$ cat src/rtl/bp_me_bank_dispatch_pkg.sv
// Shared types for the multi-bank memory dispatch path: processor configs, the BedRock mem header,
// dispatch FSM states, and the bank-select function reused by the L2 address-strip logic.
package bp_me_bank_dispatch_pkg;

    typedef enum logic [1:0] {
        e_bp_default_cfg    = 2'd0,
        e_bp_unicore_l2_cfg = 2'd1,
        e_bp_wide_paddr_cfg = 2'd2
    } bp_params_e;

    // The header address field is sized for the widest config; narrower configs leave the top bits zero.
    localparam int paddr_width_gp    = 56;
    localparam int lce_id_width_gp   = 8;
    localparam int lce_assoc_gp      = 8;
    localparam int bank_sel_width_gp = 4;

    typedef enum logic [3:0] {
        e_bedrock_mem_rd    = 4'b0000,
        e_bedrock_mem_wr    = 4'b0001,
        e_bedrock_mem_uc_rd = 4'b0010,
        e_bedrock_mem_uc_wr = 4'b0011,
        e_bedrock_mem_pre   = 4'b0100,
        e_bedrock_mem_amo   = 4'b0101
    } bp_bedrock_mem_type_e;

    typedef enum logic [2:0] {
        e_bedrock_msg_size_1   = 3'b000,
        e_bedrock_msg_size_2   = 3'b001,
        e_bedrock_msg_size_4   = 3'b010,
        e_bedrock_msg_size_8   = 3'b011,
        e_bedrock_msg_size_16  = 3'b100,
        e_bedrock_msg_size_32  = 3'b101,
        e_bedrock_msg_size_64  = 3'b110,
        e_bedrock_msg_size_128 = 3'b111
    } bp_bedrock_msg_size_e;

    typedef struct packed {
        logic [lce_id_width_gp-1:0]       lce_id;
        logic [$clog2(lce_assoc_gp)-1:0]  way_id;
    } bp_bedrock_mem_payload_s;

    typedef struct packed {
        bp_bedrock_mem_type_e     msg_type;
        logic [3:0]               subop;
        logic [paddr_width_gp-1:0] addr;
        bp_bedrock_msg_size_e     size;
        bp_bedrock_mem_payload_s  payload;
    } bp_bedrock_mem_header_s;

    typedef enum logic {
        e_cmd_idle   = 1'b0,
        e_cmd_stream = 1'b1
    } bp_me_dispatch_state_e;

    function automatic int bp_cfg_paddr_width(input bp_params_e cfg);
        case (cfg)
            e_bp_wide_paddr_cfg: return paddr_width_gp;
            default:             return 40;
        endcase
    endfunction

    // Bank index from the field at offset; the hash folds in the next field of equal width.
    function automatic logic [bank_sel_width_gp-1:0] bp_me_bank_sel(
        input logic [paddr_width_gp-1:0] addr,
        input int                        offset,
        input int                        lg_banks,
        input bit                        hash
    );
        logic [bank_sel_width_gp-1:0] sel;
        sel = '0;
        for (int i = 0; i < bank_sel_width_gp; i++) begin
            if (i < lg_banks && offset + i < paddr_width_gp) begin
                sel[i] = addr[offset + i];
                if (hash && offset + lg_banks + i < paddr_width_gp) begin
                    sel[i] = sel[i] ^ addr[offset + lg_banks + i];
                end
            end
        end
        return sel;
    endfunction

endpackage

$ cat src/rtl/bp_me_bank_order_fifo.sv
// Small 1r1w FIFO recording which bank owns each outstanding request; depth need not be a power of two.
module bp_me_bank_order_fifo
    import bp_me_bank_dispatch_pkg::*;
#(
    parameter int width_p = 1,
    parameter int els_p   = 4
) (
    input  logic                         clk_i,
    input  logic                         reset_n_i,
    input  logic [width_p-1:0]           data_i,
    input  logic                         push_i,
    input  logic                         pop_i,
    output logic                         full_o,
    output logic                         empty_o,
    output logic [width_p-1:0]           head_o,
    output logic [$clog2(els_p+1)-1:0]   count_o
);

    localparam int ptr_width_lp   = (els_p > 1) ? $clog2(els_p) : 1;
    localparam int count_width_lp = $clog2(els_p + 1);

    logic [width_p-1:0]        mem_r [els_p];
    logic [ptr_width_lp-1:0]   rd_ptr_r, wr_ptr_r;
    logic [count_width_lp-1:0] count_r;

    function automatic logic [ptr_width_lp-1:0] ptr_inc(input logic [ptr_width_lp-1:0] ptr);
        return (ptr == ptr_width_lp'(els_p - 1)) ? '0 : ptr + ptr_width_lp'(1);
    endfunction

    // NOTE: storage is not reset; an entry is only ever read after it has been written.
    always_ff @(posedge clk_i) begin
        if (push_i) begin
            mem_r[wr_ptr_r] <= data_i;
        end
    end

    // NOTE: non-blocking assignments so every register samples pre-edge values.
    always_ff @(posedge clk_i or negedge reset_n_i) begin
        if (!reset_n_i) begin
            rd_ptr_r <= '0;
            wr_ptr_r <= '0;
            count_r  <= '0;
        end else begin
            if (push_i) wr_ptr_r <= ptr_inc(wr_ptr_r);
            if (pop_i)  rd_ptr_r <= ptr_inc(rd_ptr_r);
            case ({push_i, pop_i})
                2'b10:   count_r <= count_r + count_width_lp'(1);
                2'b01:   count_r <= count_r - count_width_lp'(1);
                default: count_r <= count_r;
            endcase
        end
    end

    assign full_o  = (count_r == count_width_lp'(els_p));
    assign empty_o = (count_r == '0);
    assign head_o  = mem_r[rd_ptr_r];
    assign count_o = count_r;

endmodule

$ cat src/rtl/bp_me_bank_dispatch.sv
// Splits the core's memory command stream across L2 banks by address and merges bank responses
// back to the core in request order.
module bp_me_bank_dispatch
    import bp_me_bank_dispatch_pkg::*;
#(
    parameter bp_params_e bp_params_p       = e_bp_default_cfg,
    parameter int         data_width_p      = 64,
    parameter int         num_banks_p       = 2,
    parameter int         bank_offset_p     = 6,
    parameter int         hash_en_p         = 0,
    parameter int         max_outstanding_p = 4
) (
    input  logic                                   clk_i,
    input  logic                                   reset_n_i,

    input  bp_bedrock_mem_header_s                 mem_cmd_header_i,
    input  logic [data_width_p-1:0]                mem_cmd_data_i,
    input  logic                                   mem_cmd_v_i,
    output logic                                   mem_cmd_ready_and_o,
    input  logic                                   mem_cmd_last_i,

    output bp_bedrock_mem_header_s                 mem_resp_header_o,
    output logic [data_width_p-1:0]                mem_resp_data_o,
    output logic                                   mem_resp_v_o,
    input  logic                                   mem_resp_ready_and_i,
    output logic                                   mem_resp_last_o,

    output bp_bedrock_mem_header_s [num_banks_p-1:0]    bank_cmd_header_o,
    output logic [num_banks_p-1:0][data_width_p-1:0]    bank_cmd_data_o,
    output logic [num_banks_p-1:0]                      bank_cmd_v_o,
    input  logic [num_banks_p-1:0]                      bank_cmd_ready_and_i,
    output logic [num_banks_p-1:0]                      bank_cmd_last_o,

    input  bp_bedrock_mem_header_s [num_banks_p-1:0]    bank_resp_header_i,
    input  logic [num_banks_p-1:0][data_width_p-1:0]    bank_resp_data_i,
    input  logic [num_banks_p-1:0]                      bank_resp_v_i,
    output logic [num_banks_p-1:0]                      bank_resp_yumi_o,
    input  logic [num_banks_p-1:0]                      bank_resp_last_i,

    output logic [$clog2(max_outstanding_p+1)-1:0]      outstanding_o
);

    localparam int lg_banks_lp    = $clog2(num_banks_p);
    localparam int sel_width_lp   = (lg_banks_lp == 0) ? 1 : lg_banks_lp;
    localparam int paddr_width_lp = bp_cfg_paddr_width(bp_params_p);
    localparam logic [paddr_width_gp-1:0] addr_mask_lp =
        {paddr_width_gp{1'b1}} >> (paddr_width_gp - paddr_width_lp);

    bp_me_dispatch_state_e     state_r;
    logic [sel_width_lp-1:0]   cmd_bank_r;
    logic [sel_width_lp-1:0]   sel, route_bank, head;
    logic [paddr_width_gp-1:0] cmd_addr;
    logic                      idle, cmd_open, cmd_fire, push, pop;
    logic                      fifo_full, fifo_empty, resp_fire;

    assign cmd_addr = mem_cmd_header_i.addr & addr_mask_lp;
    assign sel      = sel_width_lp'(bp_me_bank_sel(cmd_addr, bank_offset_p, lg_banks_lp, hash_en_p != 0));

    assign idle       = (state_r == e_cmd_idle);
    assign route_bank = idle ? sel : cmd_bank_r;

    // A full order FIFO blocks only first beats; reset forces every handshake output low at once.
    assign cmd_open            = reset_n_i & (~idle | ~fifo_full);
    assign mem_cmd_ready_and_o = cmd_open & bank_cmd_ready_and_i[route_bank];
    assign cmd_fire            = mem_cmd_v_i & mem_cmd_ready_and_o;
    assign push                = idle & cmd_fire;

    always_comb begin
        // NOTE: defaults first so the indexed assignments below cannot infer latches.
        bank_cmd_v_o = '0;
        for (int b = 0; b < num_banks_p; b++) begin
            bank_cmd_header_o[b] = mem_cmd_header_i;
            bank_cmd_data_o[b]   = mem_cmd_data_i;
        end
        bank_cmd_v_o[route_bank] = mem_cmd_v_i & cmd_open;
    end

    assign bank_cmd_last_o = {num_banks_p{mem_cmd_last_i & reset_n_i}};

    always_ff @(posedge clk_i or negedge reset_n_i) begin
        if (!reset_n_i) begin
            state_r    <= e_cmd_idle;
            cmd_bank_r <= '0;
        end else begin
            case (state_r)
                e_cmd_idle: begin
                    if (cmd_fire && !mem_cmd_last_i) begin
                        state_r    <= e_cmd_stream;
                        cmd_bank_r <= sel;
                    end
                end
                e_cmd_stream: begin
                    if (cmd_fire && mem_cmd_last_i) begin
                        state_r <= e_cmd_idle;
                    end
                end
                default: state_r <= e_cmd_idle;
            endcase
        end
    end

    // Only the bank at the FIFO head may present a response; the others wait untouched.
    assign mem_resp_v_o      = ~fifo_empty & bank_resp_v_i[head];
    assign mem_resp_header_o = bank_resp_header_i[head];
    assign mem_resp_data_o   = bank_resp_data_i[head];
    assign mem_resp_last_o   = mem_resp_v_o & bank_resp_last_i[head];
    assign resp_fire         = mem_resp_v_o & mem_resp_ready_and_i;
    assign pop               = resp_fire & bank_resp_last_i[head];

    always_comb begin
        bank_resp_yumi_o       = '0;
        bank_resp_yumi_o[head] = resp_fire;
    end

    bp_me_bank_order_fifo #(
        .width_p (sel_width_lp),
        .els_p   (max_outstanding_p)
    ) order_fifo (
        .clk_i     (clk_i),
        .reset_n_i (reset_n_i),
        .data_i    (sel),
        .push_i    (push),
        .pop_i     (pop),
        .full_o    (fifo_full),
        .empty_o   (fifo_empty),
        .head_o    (head),
        .count_o   (outstanding_o)
    );

endmodule

$ cat config.mk
export PLATFORM = sky130hd
export DESIGN_NAME = bp_me_bank_dispatch
export DESIGN_NICKNAME = d
export VERILOG_FILES = /design/src/rtl/bp_me_bank_dispatch_pkg.sv /design/src/rtl/bp_me_bank_order_fifo.sv /design/src/rtl/bp_me_bank_dispatch.sv
export SDC_FILE = /design/constraint.sdc
export NUM_CORES = 1
export LEC_CHECK = 0
export BUFFER_PORTS_ARGS = -buffer_cell sky130_fd_sc_hd__buf_4
export CAP_MARGIN = 5
export CORE_AREA = 2 2 341 343
export DETAILED_ROUTE_END_ITERATION = 12
export DIE_AREA = 0 0 343 345
export PLACE_DENSITY = 0.3
export SLEW_MARGIN = 20
export SYNTH_ARGS = -nofsm -noshare
export SYNTH_HDL_FRONTEND = slang
export SYNTH_SLANG_ARGS = --single-unit
$ cat constraint.sdc
create_clock -name clk_i -period 7.85 [get_ports clk_i]
set_input_delay 1.57 -clock clk_i [delete_from_list [all_inputs] [get_ports clk_i]]
set_output_delay 1.57 -clock clk_i [all_outputs]
set_load 0.02 [all_outputs]
# [Yosys cells after proc, flatten, opt, wreduce, memory -nomap -nowiden]
# Memory sizes are Yosys's and may differ from the RTL's.
# Index checks and enable logic that the tools add are counted.
# Widths: inputs -> output; s select.
[totals] input_bits=437 memories=1 word_cells=66 ram_bits=4 output_inout_bits=438 reg_bits=9
[op_classes] addsub=4 n_eq_ne=5 muxes=23 n_reduce_logical=8 bitwise_logic=16 magnitude_cmp=4
[mem_list] name="order_fifo.mem_r" words=4 word_bits=1 rd=1 rd_ports_with_merged_regs=0 write_ports=1 line="bp_me_bank_order_fifo.sv:22" rtl="logic [width_p-1:0] mem_r [els_p];"
[ops] operator="$mux 78" count=2
[ops] operator="$mux 64" count=2
[ops] operator="$mux 1" count=13
[ops] operator="$and 1x1->1" count=10
[ops] operator="$eq 2x2->1 const B" count=3
[ops] operator="$pmux 3 s2" count=1
[ops] operator="$add 2x1->2 const B" count=2
[ops] operator="$and 2x2->2" count=2
[ops] operator="$logic_and 1x1->1" count=4
[ops] operator="$lt 1x2->1 const B" count=2
[ops] operator="$mux 2" count=2
[ops] operator="$add 3x1->3 const B" count=1
[ops] operator="$eq 3x3->1 const B" count=1
[ops] operator="$logic_not 3->1" count=1
[ops] operator="$not 1->1" count=3
[ops] operator="$sub 3x1->3 const B" count=1
[ops] operator="$demux 1 s1" count=2
[ops] operator="$eq 2x1->1 const B" count=1
[ops] operator="$ge 1x1->1 const B" count=2
[ops] operator="$pmux 1 s2" count=1
[ops] operator="$reduce_and 2->1" count=1
[ops] operator="$reduce_bool 2->1" count=1
[ops] operator="$logic_not 1->1" count=1
[ops] operator="$or 1x1->1" count=1

# [Depth between registers and ports, before layout]
# Gate-level depths: netlist of the first run.
[logic_depth] depth_word=9 mapped_depth=11 ltp_nobuf=10

# [Hierarchy]
# Synthesis of the first run repeated with hierarchy kept, for this count alone.
[hier_totals] cells_unflattened=511 area_unflattened_um2=4571.9
[by_module_without_submodules] module="bp_me_bank_dispatch" instances=1 area_per_inst_um2=4008.8 cells_each=468 seq_area_each_um2=50.0
[by_module_without_submodules] module="bp_me_bank_order_fifo" instances=1 area_per_inst_um2=563.0 cells_each=43 seq_area_each_um2=295.3

# [Worst setup path after synthesis of the first run]
# No wires, ideal clock.
[synth_timing] path_kind="input to output" start="input port mem_cmd_header_i[20] (netlist bit)" end="output port mem_cmd_ready_and_o" n_path_buf=0 arrival_time_ns=2.221 path_slack_ns=4.059 required_time_ns=6.280 path_stages=3 path_cell_list="mux2i_1 > mux2i_1 > nor2_1"
[synth_between] elab_chain_cells=4
[synth_lines] element="start, declared" line="bp_me_bank_dispatch.sv:16" rtl="input bp_bedrock_mem_header_s mem_cmd_header_i,"
[synth_lines] element="$mux 1" line="bp_me_bank_dispatch.sv:60" rtl="assign route_bank = idle ? sel : cmd_bank_r;"
[synth_lines] element="$mux 1 (not written as such) (2 in series)" line="bp_me_bank_dispatch.sv:64" rtl="assign mem_cmd_ready_and_o = cmd_open & bank_cmd_ready_and_i[route_bank];"
[synth_lines] element="$and 1x1->1" line="bp_me_bank_dispatch.sv:64"
[synth_lines] element="end, declared" line="bp_me_bank_dispatch.sv:19" rtl="output logic mem_cmd_ready_and_o,"
# No other way between the ends. The select of a mux whose other input is x is not followed.

# [Final worst setup path of the first run]
[layout_timing] start="register order_fifo.rd_ptr_r[0]" end="output port mem_resp_data_o[55]"
[layout_between] elab_chain_cells=3
[layout_lines] element="start, declared" line="bp_me_bank_order_fifo.sv:23" rtl="logic [ptr_width_lp-1:0] rd_ptr_r, wr_ptr_r;"
[layout_lines] element="start signal, assigned" line="bp_me_bank_order_fifo.sv:45" rtl="if (pop_i) rd_ptr_r <= ptr_inc(rd_ptr_r);"
[layout_lines] element="$mem_v2 4x1"
[layout_lines] element="$mux 64 (not written as such) (2 in series)" line="bp_me_bank_dispatch.sv:105" rtl="assign mem_resp_data_o = bank_resp_data_i[head];"
[layout_lines] element="end, declared" line="bp_me_bank_dispatch.sv:23" rtl="output logic [data_width_p-1:0] mem_resp_data_o,"
# No other way between the ends. The select of a mux whose other input is x is not followed.

==> load_flow_metrics.sql, run 1 <==
INSERT INTO impl_metrics (metric_group, metric, value, unit) VALUES
('sta', 'rsz0062_at_grt', 'no', ''),
('die', 'io-pin-count', '875', ''),
('worst_setup_path', 'cp-start-kind', 'flop', ''),
('logic_synthesis', 'yosysSeqAreaShare', '7.36', '%'),
('die', 'floorplan.die.height', '345', 'um'),
('layout', 'final_cell_mix', 'buf_4 (454), nand2_1 (431), dfrtp_1 (9)', ''),
('sta', 'fin_hold_viols', '0', ''),
('sta', 'final_max_slew_viol_count', '0', ''),
('sta', 'finClkSkew', '0.00390', 'ns'),
('placed_design', 'place.port_buffers', '451', ''),
('hold_path', 'hold_path_depth', '1', ''),
('die', 'core.rowCount', '125', ''),
('drt', 'wirelength', '64.2', 'mm'),
('power', 'post-layout-total-power', '0.00272', 'W'),
('drt', 'drtPass1Iterations', '4', ''),
('drt', 'drcViolationCount', '0', ''),
('cts', 'cts.sink_count', '13', ''),
('worst_setup_path', 'timing.rr.end', 'order_fifo.count_o[2]', ''),
('die', 'fp.dieW', '343', 'um'),
('die', 'fp.coreArea', '115000', 'um2'),
('layout', 'final_common_cell', 'buf_4', ''),
('drt', 'detail_route.wl_per_cell', '25.9', 'um'),
('cts', 'hold_buffers', '0', ''),
('power', 'power.density', '347', 'nW/um2'),
('power', 'p_int', '0.000901', 'W'),
('global_route', 'grt_first_pass_wirelength', '76.5', 'mm'),
('logic_synthesis', 'synth_area_per_cell', '5.74', 'um2'),
('hold_path', 'hold_class', 'reg2reg', ''),
('logic_synthesis', 'yosysWarnings', '0', ''),
('worst_setup_path', 'number_of_cells_on_the_worst_reg_to_reg_path', '10', ''),
('cts', 'cts_post_setup_buffers_inserted', '0', ''),
('global_route', 'grt_start_max_net_pins', '74', ''),
('placed_design', 'place_congestion', '0.743', ''),
('cts', 'cts_max_path_buffers', '2', ''),
('die', 'initial_utilization', '4.08', '%'),
('power', 'swShare', '66.9', '%'),
('logic_synthesis', 'synthesis.nets', '1261', ''),
('status', 'outcome', 'finished, final reports clean', ''),
('global_route', 'via_count_of_the_first_global_routing_pass', '5707', ''),
('sta', 'fin_crit', '4.52', 'ns'),
('sta', 'timing.slew.headroom', '42.5', '%'),
('cts', 'clkSlewWorstSetupHoldPaths', '0.04', 'ns'),
('job', 'cap_viol_max_count', '0', ''),
('worst_setup_path', 'worstSetupEndpointType', 'primary output', ''),
('sta', 'timing.fmax', '0.221', 'GHz'),
('sta', 'timing_worst_slew_pin_value', '0.862', 'ns'),
('layout', 'diodes', '0', ''),
('cts', 'insertion_delay', '0.24', 'ns'),
('cts', 'cts_max_level', '1', ''),
('cts', 'cts-resized-gates', '0', ''),
('drt', 'vias', '5420', ''),
('sta', 'final-setup-viol-count', '0', ''),
('drt', 'drt-initial-drc-count', '154', ''),
('logic_synthesis', 'post_synth_instance_area', '4690', 'um2'),
('drt', 'drt.antenna.violating_nets', '0', ''),
('power', 'ir_worst_vdd', '0.000174', 'V'),
('cts', 'cts-root-buf', 'clkbuf_16', ''),
('global_route', 'gr-usage-all-layers', '10.3', '%'),
('cts', 'cts_tree', 'yes', ''),
('logic_synthesis', 'ys_top_cells_by_area', 'buf_4 (46%), nand2_1 (34%), dfrtp_1 (4.8%), edfxtp_1 (2.6%), clkbuf_1 (2.5%)', ''),
('die', 'fp.dieArea', '118000', 'um2'),
('logic_synthesis', 'yosys_register_bits', '13', ''),
('placed_design', 'detailed_place_hpwl', '60.0', 'mm'),
('hold_path', 'min_from', 'order_fifo.count_o[2]', ''),
('layout', 'nets', '1403', ''),
('global_route', 'gr_overflow_total', '0', ''),
('worst_setup_path', 'critical_path_required_time', '6.28', 'ns'),
('cts', 'cts-buffers-inserted', '3', ''),
('logic_synthesis', 'synth_largest_area_cell', 'buf_4', ''),
('power', 'comb_power_share', '91.9', '%'),
('layout', 'area.growth.synth_to_final', '67.0', '%');
## cells by family (layout without fill, tap and decap cells)
family,count (synthesis),in the layout,share of synthesized area [%]
simple gates,452,452,37.1
buf+inv,325,466,48.9
mux,14,14,3.68
flops,13,13,7.36
fa+ha+maj,7,7,2.03
compound gates,3,3,0.373
xor+xnor,3,3,0.560
## critical path, cell delays in order (launching register included)
cell and delay [ns]:
dfrtp_1 0.45, mux4_4 0.71, buf_4 0.68, nand2_1 0.42, nand2_1 0.25, buf_4 0.17
## per-layer routing
metal / vias up / wire (um) / track usage [%] / share of wire, %
met5: - / 85 / 0.204 / 0.13
met4: 10 / 983 / 1.38 / 1.5
met3: 57 / 9830 / 6.73 / 15
met2: 621 / 28700 / 16.5 / 45
met1: 2285 / 24600 / 11.5 / 38
li1: 2447 / - / - / -
## how the worst max path moves through the flow
stage | startpoint | to | slack, ns | cells after the start
2_1_floorplan | mem_cmd_header_i[20] | mem_cmd_ready_and_o | 4.06 | 3
3_3_place_gp | order_fifo.rd_ptr_r[0] | mem_resp_data_o[55] | 3.32 | 5
3_5_place_dp | order_fifo.rd_ptr_r[0] | mem_resp_data_o[55] | 3.36 | 5
4_1_cts | order_fifo.rd_ptr_r[0] | mem_resp_data_o[55] | 3.11 | 5
5_1_grt | order_fifo.rd_ptr_r[0] | mem_resp_data_o[55] | 3.12 | 5
6_report | order_fifo.rd_ptr_r[0] | mem_resp_data_o[55] | 3.33 | 5
## synthesized netlist by cell type (all sizes together)
cell type    n
o21ai        1
xor2         2
buf        286
nor2         7
and2         5
nor2b        1
nor3         2
clkbuf      31
fa           1
o31ai        1
or4b         1
edfxtp       4
mux2i        6
mux4         1
nand3        1
nand2b       1
nor4         1
xnor2        1
inv          8
mux2         7
nand2      431
ha           6
a21oi        1
and3         2
dfrtp        9
## area by class of cell
cell class / instances / area [um2] / area share [%]
Clock buffer: 4 / 78.8 / 1.01
Inverter: 8 / 30.0 / 0.383
Multi-Input combinational cell: 479 / 2070 / 26.4
Sequential cell: 13 / 345 / 4.41
Tap cell: 1524 / 1910 / 24.3
Timing Repair Buffer: 454 / 3410 / 43.5
## stage by stage
stage	cells	worst slack (ns)	hold slack [ns]	utilization [%]	area [um2]
floorplan	817	4.06	0.480	-	4690
global placement	2478	3.32	0.503	6.74	7760
detailed placement	2478	3.36	0.509	6.74	7760
CTS	2482	3.11	0.526	6.81	7840
global route	2482	3.12	0.546	6.81	7840
finish	2482	3.33	0.528	6.81	7840
## registers in the layout (all words and copies together) (netlist names), named ones only
| register | count |
|---|---|
| cmd_bank_r | 1 |
| order_fifo.count_o | 3 |
| order_fifo.rd_ptr_r | 2 |
| order_fifo.wr_ptr_r | 2 |
| order_fifo.mem_r | 4 |
## power by group through the flow
stage | Sequential [W] | Combinational (W) | Clock [W]
3_3_place_gp | 0.000129 | 0.00271 | 0
5_1_grt | 0.000133 | 0.00275 | 0.000101
6_report | 0.000127 | 0.00250 | 0.0000942
2_1_floorplan | 0.000130 | 0.00124 | 0
3_5_place_dp | 0.000129 | 0.00270 | 0
4_1_cts | 0.000128 | 0.00271 | 0.0000968
Power figures use the tool's default switching activity.
==> inputs of run 2 (changes only) <==
- CORE_AREA: 2 2 341 343 -> 2 2 343 345
- DIE_AREA: 0 0 343 345 -> 0 0 345 347
- clock period: 7.85 -> 4.1 ns (I/O delays scaled with it)
==> run 2 against run 1 <==
Worst hold slack worse by 0.12 ns. Global-route usage is 0.32 points higher. Flip-flop and latch count stayed put. Design area is 0.77% higher. Clock-buffer cell count stayed put. Wire length is 4.0% higher. Combinational power is 89% higher. Clock skew is 0.0031 ns lower. Sequential share of layout area hardly changed. Critical path depth stayed put. First-iteration DRC count is 18% higher.
==> load_flow_metrics.sql, run 2 (same netlist as run 1, synthesis figures left out) <==
INSERT INTO impl_metrics (metric_group, metric, value, unit) VALUES
('status', 'outcome', 'finished, final reports clean', ''),
('cts', 'cts-resized-gates', '0', ''),
('worst_setup_path', 'timing.critical_path.arrival', '2.64', 'ns'),
('drt', 'routed.top_layer', 'met5', ''),
('layout', 'max_reg_flops', '4', ''),
('worst_setup_path', 'cp-start-kind', 'flop', ''),
('power', 'power.density', '652', 'nW/um2'),
('worst_setup_path', 'critical_path.reg2reg.startpoint', 'order_fifo.rd_ptr_r[0]', ''),
('job', 'cap_viol_max_count', '0', ''),
('layout', 'drive_gt1_share', '48.8', '%'),
('sta', 'setup-tns-final', '0', 'ns'),
('sta', 'rsz0062_at_grt', 'no', ''),
('drt', 'drt-initial-drc-count', '182', ''),
('die', 'fp.dieArea', '120000', 'um2'),
('sta', 'whs', '0.407', 'ns'),
('cts', 'cts_tree', 'yes', ''),
('die', 'fp.coreArea', '116000', 'um2'),
('die', 'io-pin-count', '875', ''),
('sta', 'finClkSkew', '0.000820', 'ns'),
('sta', 'final-setup-viol-count', '0', ''),
('layout', 'final_common_cell', 'buf_4', ''),
('placed_design', 'detailed_place_hpwl', '62.1', 'mm'),
('worst_setup_path', 'cp_max_fo', '105', ''),
('cts', 'hold_buffers', '0', ''),
('drt', 'vias', '5503', ''),
('die', 'core.rowCount', '125', ''),
('drt', 'drt.antenna.violating_nets', '0', ''),
('cts', 'cts_max_path_buffers', '2', ''),
('die', 'fp.dieW', '345', 'um'),
('drt', 'detail_route.wl_per_cell', '26.8', 'um'),
('layout', 'max_flop_register', 'order_fifo.mem_r', ''),
('hold_path', 'hold_class', 'in2async', ''),
('power', 'post-layout-total-power', '0.00515', 'W'),
('drt', 'routed_via_density', '2.21', ''),
('layout', 'layout.filler_cells', '13900', ''),
('sta', 'final_max_slew_viol_count', '0', ''),
('global_route', 'gr-usage-all-layers', '10.6', '%'),
('global_route', 'number_of_antenna_violations_at_the_first_check_in_global_routing', '10', ''),
('die', 'floorplan.die.height', '347', 'um'),
('worst_setup_path', 'timing.critical_path.from', 'order_fifo.rd_ptr_r[0]', ''),
('sta', 'timing.fmax', '0.289', 'GHz'),
('sta', 'fin_crit', '3.46', 'ns'),
('power', 'p_leak', '3.92', 'nW'),
('cts', 'cts-buffers-inserted', '3', ''),
('placed_design', 'place_ws', '0.761', 'ns'),
('drt', 'met2_wirelength', '30.1', 'mm'),
('cts', 'cts-root-buf', 'clkbuf_16', ''),
('sta', 'fin_hold_viols', '0', ''),
('cts', 'insertion_delay', '0.24', 'ns'),
('placed_design', 'place.port_buffers', '451', ''),
('cts', 'clkSlewWorstSetupHoldPaths', '0.04', 'ns'),
('sta', 'setup_slack', '0.637', 'ns'),
('drt', 'detail_route.wirelength.met1', '23.1', 'mm'),
('global_route', 'via_count_of_the_first_global_routing_pass', '5749', ''),
('worst_setup_path', 'worstSetupPathType', 'reg2out', ''),
('layout', 'layout.area.seq', '345', 'um2'),
('layout', 'final_cell_mix', 'buf_4 (452), nand2_1 (431), dfrtp_1 (9)', ''),
('layout', 'area.growth.synth_to_final', '68.3', '%'),
('global_route', 'grt_start_max_net_pins', '105', ''),
('sta', 'timing_worst_slew_pin_value', '0.696', 'ns'),
('drt', 'route.met3.wl', '12.5', 'mm'),
('worst_setup_path', 'worstSetupEndpointType', 'primary output', ''),
('power', 'ir_worst_vdd', '0.000339', 'V'),
('layout', 'multi_input_comb_area', '2070', 'um2'),
('placed_design', 'place_congestion', '0.792', ''),
('die', 'initial_utilization', '4.06', '%'),
('cts', 'cts.sink_count', '13', ''),
('worst_setup_path', 'critical_path_required_time', '3.28', 'ns'),
('sta', 'fin_crit_sh', '84.5', '%'),
('drt', 'drcViolationCount', '0', ''),
('sta', 'timing.slew.headroom', '53.2', '%'),
('layout', 'finish.utilization', '6.82', '%'),
('cts', 'cts_max_level', '1', ''),
('layout', 'nets', '1404', ''),
('global_route', 'gr_overflow_total', '0', ''),
('global_route', 'grt_first_pass_wirelength', '79.7', 'mm'),
('drt', 'wirelength', '66.7', 'mm'),
('cts', 'cts_post_setup_buffers_inserted', '0', ''),
('drt', 'drtPass1Iterations', '5', '');
run 2: changes by cell type in the layout (fill, tap and decap cells not counted), sizes merged:
cell   previous run  this run
buf             454       455
diode             0         6
run 2: area by class of cell:
type / instances / area share (%)
Multi-Input combinational cell: 479 / 26.2
Sequential cell: 13 / 4.37
Clock buffer: 4 / 0.998
Antenna cell: 6 / 0.190
Tap cell: 1524 / 24.1
Inverter: 8 / 0.380
Timing Repair Buffer: 455 / 43.7
run 2: stage by stage:
step / instances / cell area (um2)
3_3_place_gp: 2479 / 7800
6_report: 2489 / 7900
2_1_floorplan: 817 / 4690
5_1_grt: 2483 / 7880
4_1_cts: 2483 / 7880
3_5_place_dp: 2479 / 7800
run 2: final timing paths:
path / to / slack [ns] / cells after the start
worst max-delay path: mem_resp_header_o[2] / 0.64 / 5
worst min register to register: cmd_bank_r / 0.52 / 1
worst min-delay path: cmd_bank_r / 0.41 / 1
max in group asynchronous: order_fifo.count_o[0] / 3.55 / 1
worst max register to register: order_fifo.count_o[2] / 1.18 / 10
min in group clk_i: cmd_bank_r / 0.52 / 1
run 2: power breakdown:
group / switching (W) / internal, W / total (W)
Sequential: 0.0000617 / 0.000182 / 0.000244
Combinational: 0.00327 / 0.00146 / 0.00472
Clock: 0.0000503 / 0.000131 / 0.000181
Total: 0.00338 / 0.00177 / 0.00515
run 2: worst max-delay path, cell delays in order, from the launching register on:
cell     delay, ns
dfrtp_1       0.46
mux4_4        0.72
buf_12        0.27
nand2_1       0.17
nand2_1       0.35
buf_4         0.31
run 2: routing by layer:
layer  up-vias  global-route usage, %
li1       2457                      -
met1      2301                   10.8
met2       670                   17.2
met3        59                   8.66
met4        16                   1.15
met5         -                  0.640
